--- config.mk ---
export PLATFORM = sky130hd
export DESIGN_NAME = fetch_sequencer
export DESIGN_NICKNAME = d
export VERILOG_FILES = /design/src/rtl/fetch_sequencer.sv
export SDC_FILE = /design/constraint.sdc
export NUM_CORES = 1
export LEC_CHECK = 0
export CORE_UTILIZATION = 38
export DETAILED_ROUTE_END_ITERATION = 12
export HOLD_SLACK_MARGIN = 0.15
export PLACE_DENSITY = 0.85
export SLEW_MARGIN = 20
export SYNTH_ARGS = -nofsm -noshare
export SYNTH_HDL_FRONTEND = slang
export SYNTH_SLANG_ARGS = --single-unit
--- constraint.sdc ---
create_clock -name clk -period 2.9 [get_ports clk]
set_input_delay 0.435 -clock clk [delete_from_list [all_inputs] [get_ports clk]]
set_output_delay 0.435 -clock clk [all_outputs]
set_load 0.01 [all_outputs]
--- src/rtl/fetch_sequencer.sv ---
`default_nettype none
// ============================================================================
//  Module   : fetch_sequencer
//  Purpose  : Front-end PC/pipeline control: redirects, I-cache miss stall,
//             exception drain. Optional stall counter via FETCH_PERF_CNT_EN.
//  Revision : 1.0  initial release
// ============================================================================
module fetch_sequencer #(
    parameter int unsigned EXC_DRAIN_CYCLES = 2
) (
    input  logic        clk,
    input  logic        reset,
    input  logic        exc_req,
    input  logic        branch_taken,
    input  logic        jump_req,
    input  logic        load_use_hazard,
    input  logic        icache_hit,
    input  logic        refill_done,
    output logic        is_exception,
    output logic        is_branch,
    output logic        is_jump,
    output logic        pc_write,
    output logic        if_id_write,
    output logic        flush_if_id,
    output logic        flush_id_ex,
    output logic        stall_all,
    output logic [1:0]  state,
    output logic [31:0] stall_cnt
);

    localparam logic [1:0] ST_RUN     = 2'd0;
    localparam logic [1:0] ST_MISS    = 2'd1;
    localparam logic [1:0] ST_EXC     = 2'd2;
    localparam logic [2:0] DRAIN_LOAD = 3'(EXC_DRAIN_CYCLES);

    logic [1:0] state_q;
    logic [1:0] next_state;
    logic       pending_exc;
    logic       pending_next;
    logic [2:0] drain_cnt;
    logic [2:0] drain_next;

    assign state = state_q;

    always_comb begin
        is_exception = 1'b0;
        is_branch    = 1'b0;
        is_jump      = 1'b0;
        pc_write     = 1'b1;
        if_id_write  = 1'b1;
        flush_if_id  = 1'b0;
        flush_id_ex  = 1'b0;
        stall_all    = 1'b0;
        next_state   = ST_RUN;
        pending_next = pending_exc;
        drain_next   = drain_cnt;

        case (state_q)
            ST_RUN: begin
                next_state = ST_RUN;
                if (exc_req || pending_exc) begin
                    is_exception = 1'b1;
                    flush_if_id  = 1'b1;
                    flush_id_ex  = 1'b1;
                    pending_next = 1'b0;
                    next_state   = ST_EXC;
                    drain_next   = DRAIN_LOAD;
                end else if (branch_taken) begin
                    is_branch   = 1'b1;
                    flush_if_id = 1'b1;
                    flush_id_ex = 1'b1;
                end else if (jump_req) begin
                    is_jump     = 1'b1;
                    flush_if_id = 1'b1;
                end else if (!icache_hit) begin
                    // Miss wins over a load-use bubble: the whole pipe freezes,
                    // so the hazard is still there when the miss resolves.
                    pc_write    = 1'b0;
                    if_id_write = 1'b0;
                    stall_all   = 1'b1;
                    next_state  = ST_MISS;
                end else if (load_use_hazard) begin
                    pc_write    = 1'b0;
                    if_id_write = 1'b0;
                    flush_id_ex = 1'b1;
                end
            end
            ST_MISS: begin
                pc_write    = 1'b0;
                if_id_write = 1'b0;
                stall_all   = 1'b1;
                next_state  = refill_done ? ST_RUN : ST_MISS;
                if (exc_req) begin
                    pending_next = 1'b1;
                end
            end
            ST_EXC: begin
                pc_write    = 1'b0;
                if_id_write = 1'b0;
                flush_if_id = 1'b1;
                flush_id_ex = 1'b1;
                if (drain_cnt <= 3'd1) begin
                    next_state = ST_RUN;
                    drain_next = 3'd0;
                end else begin
                    next_state = ST_EXC;
                    drain_next = drain_cnt - 3'd1;
                end
            end
            default: begin
                next_state = ST_RUN;
            end
        endcase

        // Reset forces the idle-RUN output set regardless of the current state.
        if (reset) begin
            is_exception = 1'b0;
            is_branch    = 1'b0;
            is_jump      = 1'b0;
            pc_write     = 1'b1;
            if_id_write  = 1'b1;
            flush_if_id  = 1'b0;
            flush_id_ex  = 1'b0;
            stall_all    = 1'b0;
        end
    end

    always_ff @(posedge clk) begin
        if (reset) begin
            state_q     <= ST_RUN;
            pending_exc <= 1'b0;
            drain_cnt   <= 3'd0;
        end else begin
            state_q     <= next_state;
            pending_exc <= pending_next;
            drain_cnt   <= drain_next;
        end
    end

`ifdef FETCH_PERF_CNT_EN
    logic [31:0] stall_cnt_q;

    always_ff @(posedge clk) begin
        if (reset) begin
            stall_cnt_q <= 32'd0;
        end else if (!pc_write && (stall_cnt_q != 32'hFFFF_FFFF)) begin
            stall_cnt_q <= stall_cnt_q + 32'd1;
        end
    end

    assign stall_cnt = stall_cnt_q;
`else
    assign stall_cnt = 32'd0;
`endif

endmodule
`default_nettype wire

## Word-level counts from Yosys, hierarchy flattened

Cells that the tools add are included.

- Add/subtract/negate cells: 1
- Magnitude comparators: 1
- Eq/ne operators: 4
- Muxes and demuxes: 49
- Reductions and logical operators: 7

Operators by type and width:

| cell | count |
|---|---|
| 1-bit two-way mux | 38 |
| 1-bit one-hot mux with 2 select lines | 5 |
| 3-bit two-way mux | 2 |
| 2-bit one-hot mux with 3 select lines | 1 |
| 3-bit one-hot mux with 2 select lines | 1 |
| 2-bit two-way mux | 2 |
| 2-bit inequality test, second input constant | 2 |
| 2-bit nonzero test | 2 |
| 3-bit by 1-bit <= comparator with 1-bit output, second input constant | 1 |
| 3-bit AND reduction | 1 |
| 3-bit by 1-bit subtractor with 3-bit output, second input constant | 1 |
| 2-bit by 1-bit == test with 1-bit output, second input constant | 1 |
| 2-bit == test, second input constant | 1 |
| 2-bit logical NOT | 1 |
| 2-bit AND reduction | 1 |
| 2-bit OR reduction | 1 |
| 1-bit logical OR | 1 |

- Register bits: 6
- Bits of input ports: 8
- Output and inout port bits: 42

## Logic depth before layout (Yosys ltp)

- Depth in word-level cells: 7
- Gate-level depth with buffers: 5
- Mapped depth without buffers: 5

## Least setup slack after synthesis

Ideal clock, no wire load.

- Path kind: flip-flop to output port
- Start: register state_q[0], in the netlist state[0]
- End: output port pc_write
- Arrival: 1.391 ns
- Data required time: 2.465 ns
- Setup slack: 1.074 ns
- Cell stages (with the launch flop): 6
- Buffers on the path: 1
- Cells stage by stage: dfxtp_1 inv_1 ha_1 nor2b_1 a31oi_1 buf_4

- Word-level cells in the longest chain between the ends: 4
- Elaborated cells between the ends (all ways): 6

RTL lines:

| what | line | RTL |
|---|---|---|
| start, declared | 36 | `logic [1:0] state_q;` |
| start signal, assigned | 134 | `state_q <= next_state;` |
| 2-bit == test / 2-bit by 1-bit == test with 1-bit output (equally long branches) | -- |  |
| 2-bit OR reduction (no source line) | -- |  |
| 1-bit one-hot mux with 2 select lines (*) | -- |  |
| 1-bit two-way mux (*) | -- |  |
| end, declared | 22 | `output logic pc_write,` |

Mark *: on every way between the ends. The rest lies on a longest branch, timed or not.

## Final worst setup path

- Start: input port exc_req
- End: output port stall_all

- Word-level cells in the longest chain between the ends: 4

RTL lines:

| what | line | RTL |
|---|---|---|
| start, declared | 13 | `input logic exc_req,` |
| 1-bit logical OR | 61 | `if (exc_req \|\| pending_exc) begin` |
| 1-bit two-way mux | 61 |  |
| 1-bit one-hot mux with 2 select lines | 58 | `case (state_q)` |
| 1-bit two-way mux | 116 | `if (reset) begin` |
| end, declared | 26 | `output logic stall_all,` |

Every way passes these cells.

==> metrics.md <==
| Metric | Value |
|---|---|
| CTS tree | `yes` |
| Final hold violations | `0` |
| Initial Util | `41.9%` |
| CP most frequent cell | `clkdlybuf4s50_1` |
| Max clock buf depth | `2` |
| WP buf/inv | `2` |
| Worst skew pair latency | `0.25 ns` |
| Die area | `2150 µm²` |
| Drt drc | `0` |
| Commonest non-fill, non-tap cell in the layout | `conb_1` |
| Netlist Area Pre-Place | `747 µm²` |
| Met2 routed WL | `635 µm` |
| Post-route ant nets | `0` |
| Syn Inst Count | `94` |
| Status | `finished clean` |
| Post-synthesis area per instance | `between 7 and 8 µm²` |
| Worst path max stage delay | `0.54 ns` |
| Largest net degree at the start of global routing | `9` |
| Worst setup path category | `input port to primary output` |
| DR iter-0 viols | `12` |
| Initial antenna violation count | `0` |
| Metal3 WL | `94 µm` |
| PwrDens | `326 nW/µm²` |
| Final WS setup | `0.320 ns` |
| Critical path, cell by cell | `clkdlybuf4s50_1, nor4_2, nand3b_1, a21oi_1, clkdlybuf4s50_1` |
| #FFs+latches synth | `6` |
| Fill cell count | `189` |
| Die Height | `46.3 µm` |
| Vias in the first global route | `475` |
| Vias | `598` |
| Area of the core | `~1800 µm²` |
| Commonest non-fill, non-tap cells in the layout | `32 x conb_1, 17 x clkdlybuf4s50_1, 6 x inv_1, 6 x ha_1, 6 x dfxtp_1` |
| Post-route minimum period | `2.58 ns` |
| Syn. warnings | `0` |
| I/O Pins | `50` |
| Setup crit start kind | `input port` |
| Setup Skew | `0.00628 ns` |
| Achievable Freq | `388 MHz` |
| Gr usage total | `between 10% and 20%` |
| Total CTS buffers | `3` |
| Yosys cell types | `31` |
| CP arrival | `2.15 ns` |
| Final WL | `1300 µm` |
| First-pass GRT wire length | `slightly above 2000 µm` |
| H-tree Lvls | `1` |
| Via-to-Cell Ratio | `4.33` |
| Worst hold path type | `register to register` |
| Rows | `15` |
| Hold-fix buffers, CTS | `0` |
| Worst vdd ir | `288 µV` |
| RSZ-0062 raised after global routing | `false` |
| Crit. End Element | `primary output` |
| GR Overflow Total | `0` |
| PortBufs | `17` |
| CP max stage cell | `clkdlybuf4s50_1` |
| Dpl hpwl | `1080 µm` |
| CP required | `2.47 ns` |
| DR WL/cell | `9.41 µm` |
| CTS-repair resized insts | `0` |
| Sink Count | `6` |
| Final Wtd Congestion | `0.732` |
| Die Width | `about 46 µm` |
| CTS Root Cell | `clkbuf_4` |
| Postcts setup bufs | `0` |
| Crit-path max FO | `3` |
| Final core occ | `47.7%` |
| Setup TNS | `0 ns` |
| Met1 wire length | `about 570 µm` |
| Max-cap violations | `0` |
| ANT cells | `0` |
| Fin. max-slew vios | `0` |
| Share of post-route cells with drive strength above 1 | `8.85%` |
| Pre-CTS setup slack | `0.318 ns` |
| DRT Pass-1 Iters | `4` |
| DR top layer | `met3` |
| Layout area overhead | `13.9%` |
| Crit path max-delay family | `buffers and inverters` |
| Final period util | `between 80% and 90%` |
| Nets@finish | `129` |
| Final setup fails | `0` |
| Seq/Total Area, Yosys | `16.1%` |
| Leakage power | `about 0.38 nW` |
| Clock-pin slew on the worst setup and hold paths | `around 0.050 ns` |
metrics by stage:
| stage | cell area, µm² | hold slack (ns) | power (mW) | cells |
|---|---|---|---|---|
| floorplan | 863 | 0.480 | 0.191 | 125 |
| global placement | 828 | 0.503 | 0.194 | 135 |
| detailed placement | 828 | 0.513 | 0.197 | 135 |
| CTS | 851 | 0.523 | 0.280 | 138 |
| global route | 851 | 0.535 | 0.297 | 138 |
| finish | 851 | 0.521 | 0.277 | 138 |
per-layer routing:
metal | vias up | global-route usage [%]
met1 | 267 | 16.6
met5 | - | 0
met3 | 0 | 5.88
met4 | 0 | 0
met2 | 35 | 23.1
li1 | 296 | -
sequential cells by signal (all words and copies together), names as in the netlist:
signal	cells
drain_cnt	3
state	2
pending_exc	1
Yosys cell counts:
| cell | number | area [µm²] |
|---|---|---|
| a211oi_1 | 1 | 7.51 |
| a211oi_2 | 1 | 12.5 |
| a21oi_1 | 4 | 20.0 |
| a311oi_2 | 1 | 15.0 |
| a31oi_1 | 1 | 6.26 |
| and3_1 | 1 | 6.26 |
| and3b_1 | 1 | 8.76 |
| buf_4 | 33 | 248 |
| clkbuf_1 | 1 | 3.75 |
| conb_1 | 1 | 3.75 |
| dfxtp_1 | 6 | 120 |
| ha_1 | 6 | 75.1 |
| inv_1 | 6 | 22.5 |
| nand2_1 | 3 | 11.3 |
| nand2b_1 | 3 | 18.8 |
| nand3b_1 | 1 | 7.51 |
| nand4_1 | 1 | 6.26 |
| nor2_1 | 3 | 11.3 |
| nor2b_1 | 3 | 18.8 |
| nor3_1 | 1 | 5.00 |
| nor3b_1 | 2 | 15.0 |
| nor4_2 | 1 | 12.5 |
| o2111ai_1 | 1 | 8.76 |
| o21a_1 | 1 | 7.51 |
| o21ai_0 | 4 | 20.0 |
| o21ai_1 | 1 | 5.00 |
| o21ba_2 | 1 | 10.0 |
| o21bai_1 | 1 | 7.51 |
| o31ai_1 | 2 | 15.0 |
| or3_1 | 1 | 6.26 |
| or3b_4 | 1 | 11.3 |
layout make-up:
type / count / area [µm²] / area share (%)
timing repair buffer: 19 / 185 / 21.8
clock buffer: 3 / 22.5 / 2.65
inverter: 6 / 22.5 / 2.65
sequential: 6 / 120 / 14.1
multi-input combinational: 79 / 469 / 55.1
tap: 25 / 31.3 / 3.68
worst min-delay path: stages (launching register included):
cell and delay (ns):
dfxtp_1 0.33, o21ai_0 0.08, a21oi_1 0.07
where the power goes:
part / internal (mW) / leakage [nW] / total [mW] / switching [mW]
Sequential: 0.0870 / 0.0490 / 0.0906 / 0.00360
Combinational: 0.0470 / 0.319 / 0.106 / 0.0589
Clock: 0.0471 / 0.0138 / 0.0808 / 0.0338
final timing paths:
check        cells past startpoint  slack [ns]                        end                       from
min                              2        0.52  drain_cnt[0]$_SDFFE_PP0P_  drain_cnt[0]$_SDFFE_PP0P_
max reg2reg                      4        1.44  drain_cnt[1]$_SDFFE_PP0P_        state[0]$_SDFF_PP0_
max                              5        0.32                  stall_all                    exc_req
min reg2reg                      2        0.52  drain_cnt[0]$_SDFFE_PP0P_  drain_cnt[0]$_SDFFE_PP0P_
kinds of logic (layout without fill, tap and decap cells):
group | Yosys count | in the layout | synth area share (%)
adder cells (fa/ha/maj) | 6 | 6 | 10.0
AO/OA/AOI/OAI | 19 | 19 | 18.1
flip-flops | 6 | 6 | 16.1
other | 1 | 32 | 0.502
AND/OR/NAND/NOR | 22 | 22 | 18.6
buffers and inverters | 40 | 28 | 36.7
(Power assumes the default switching activity.)
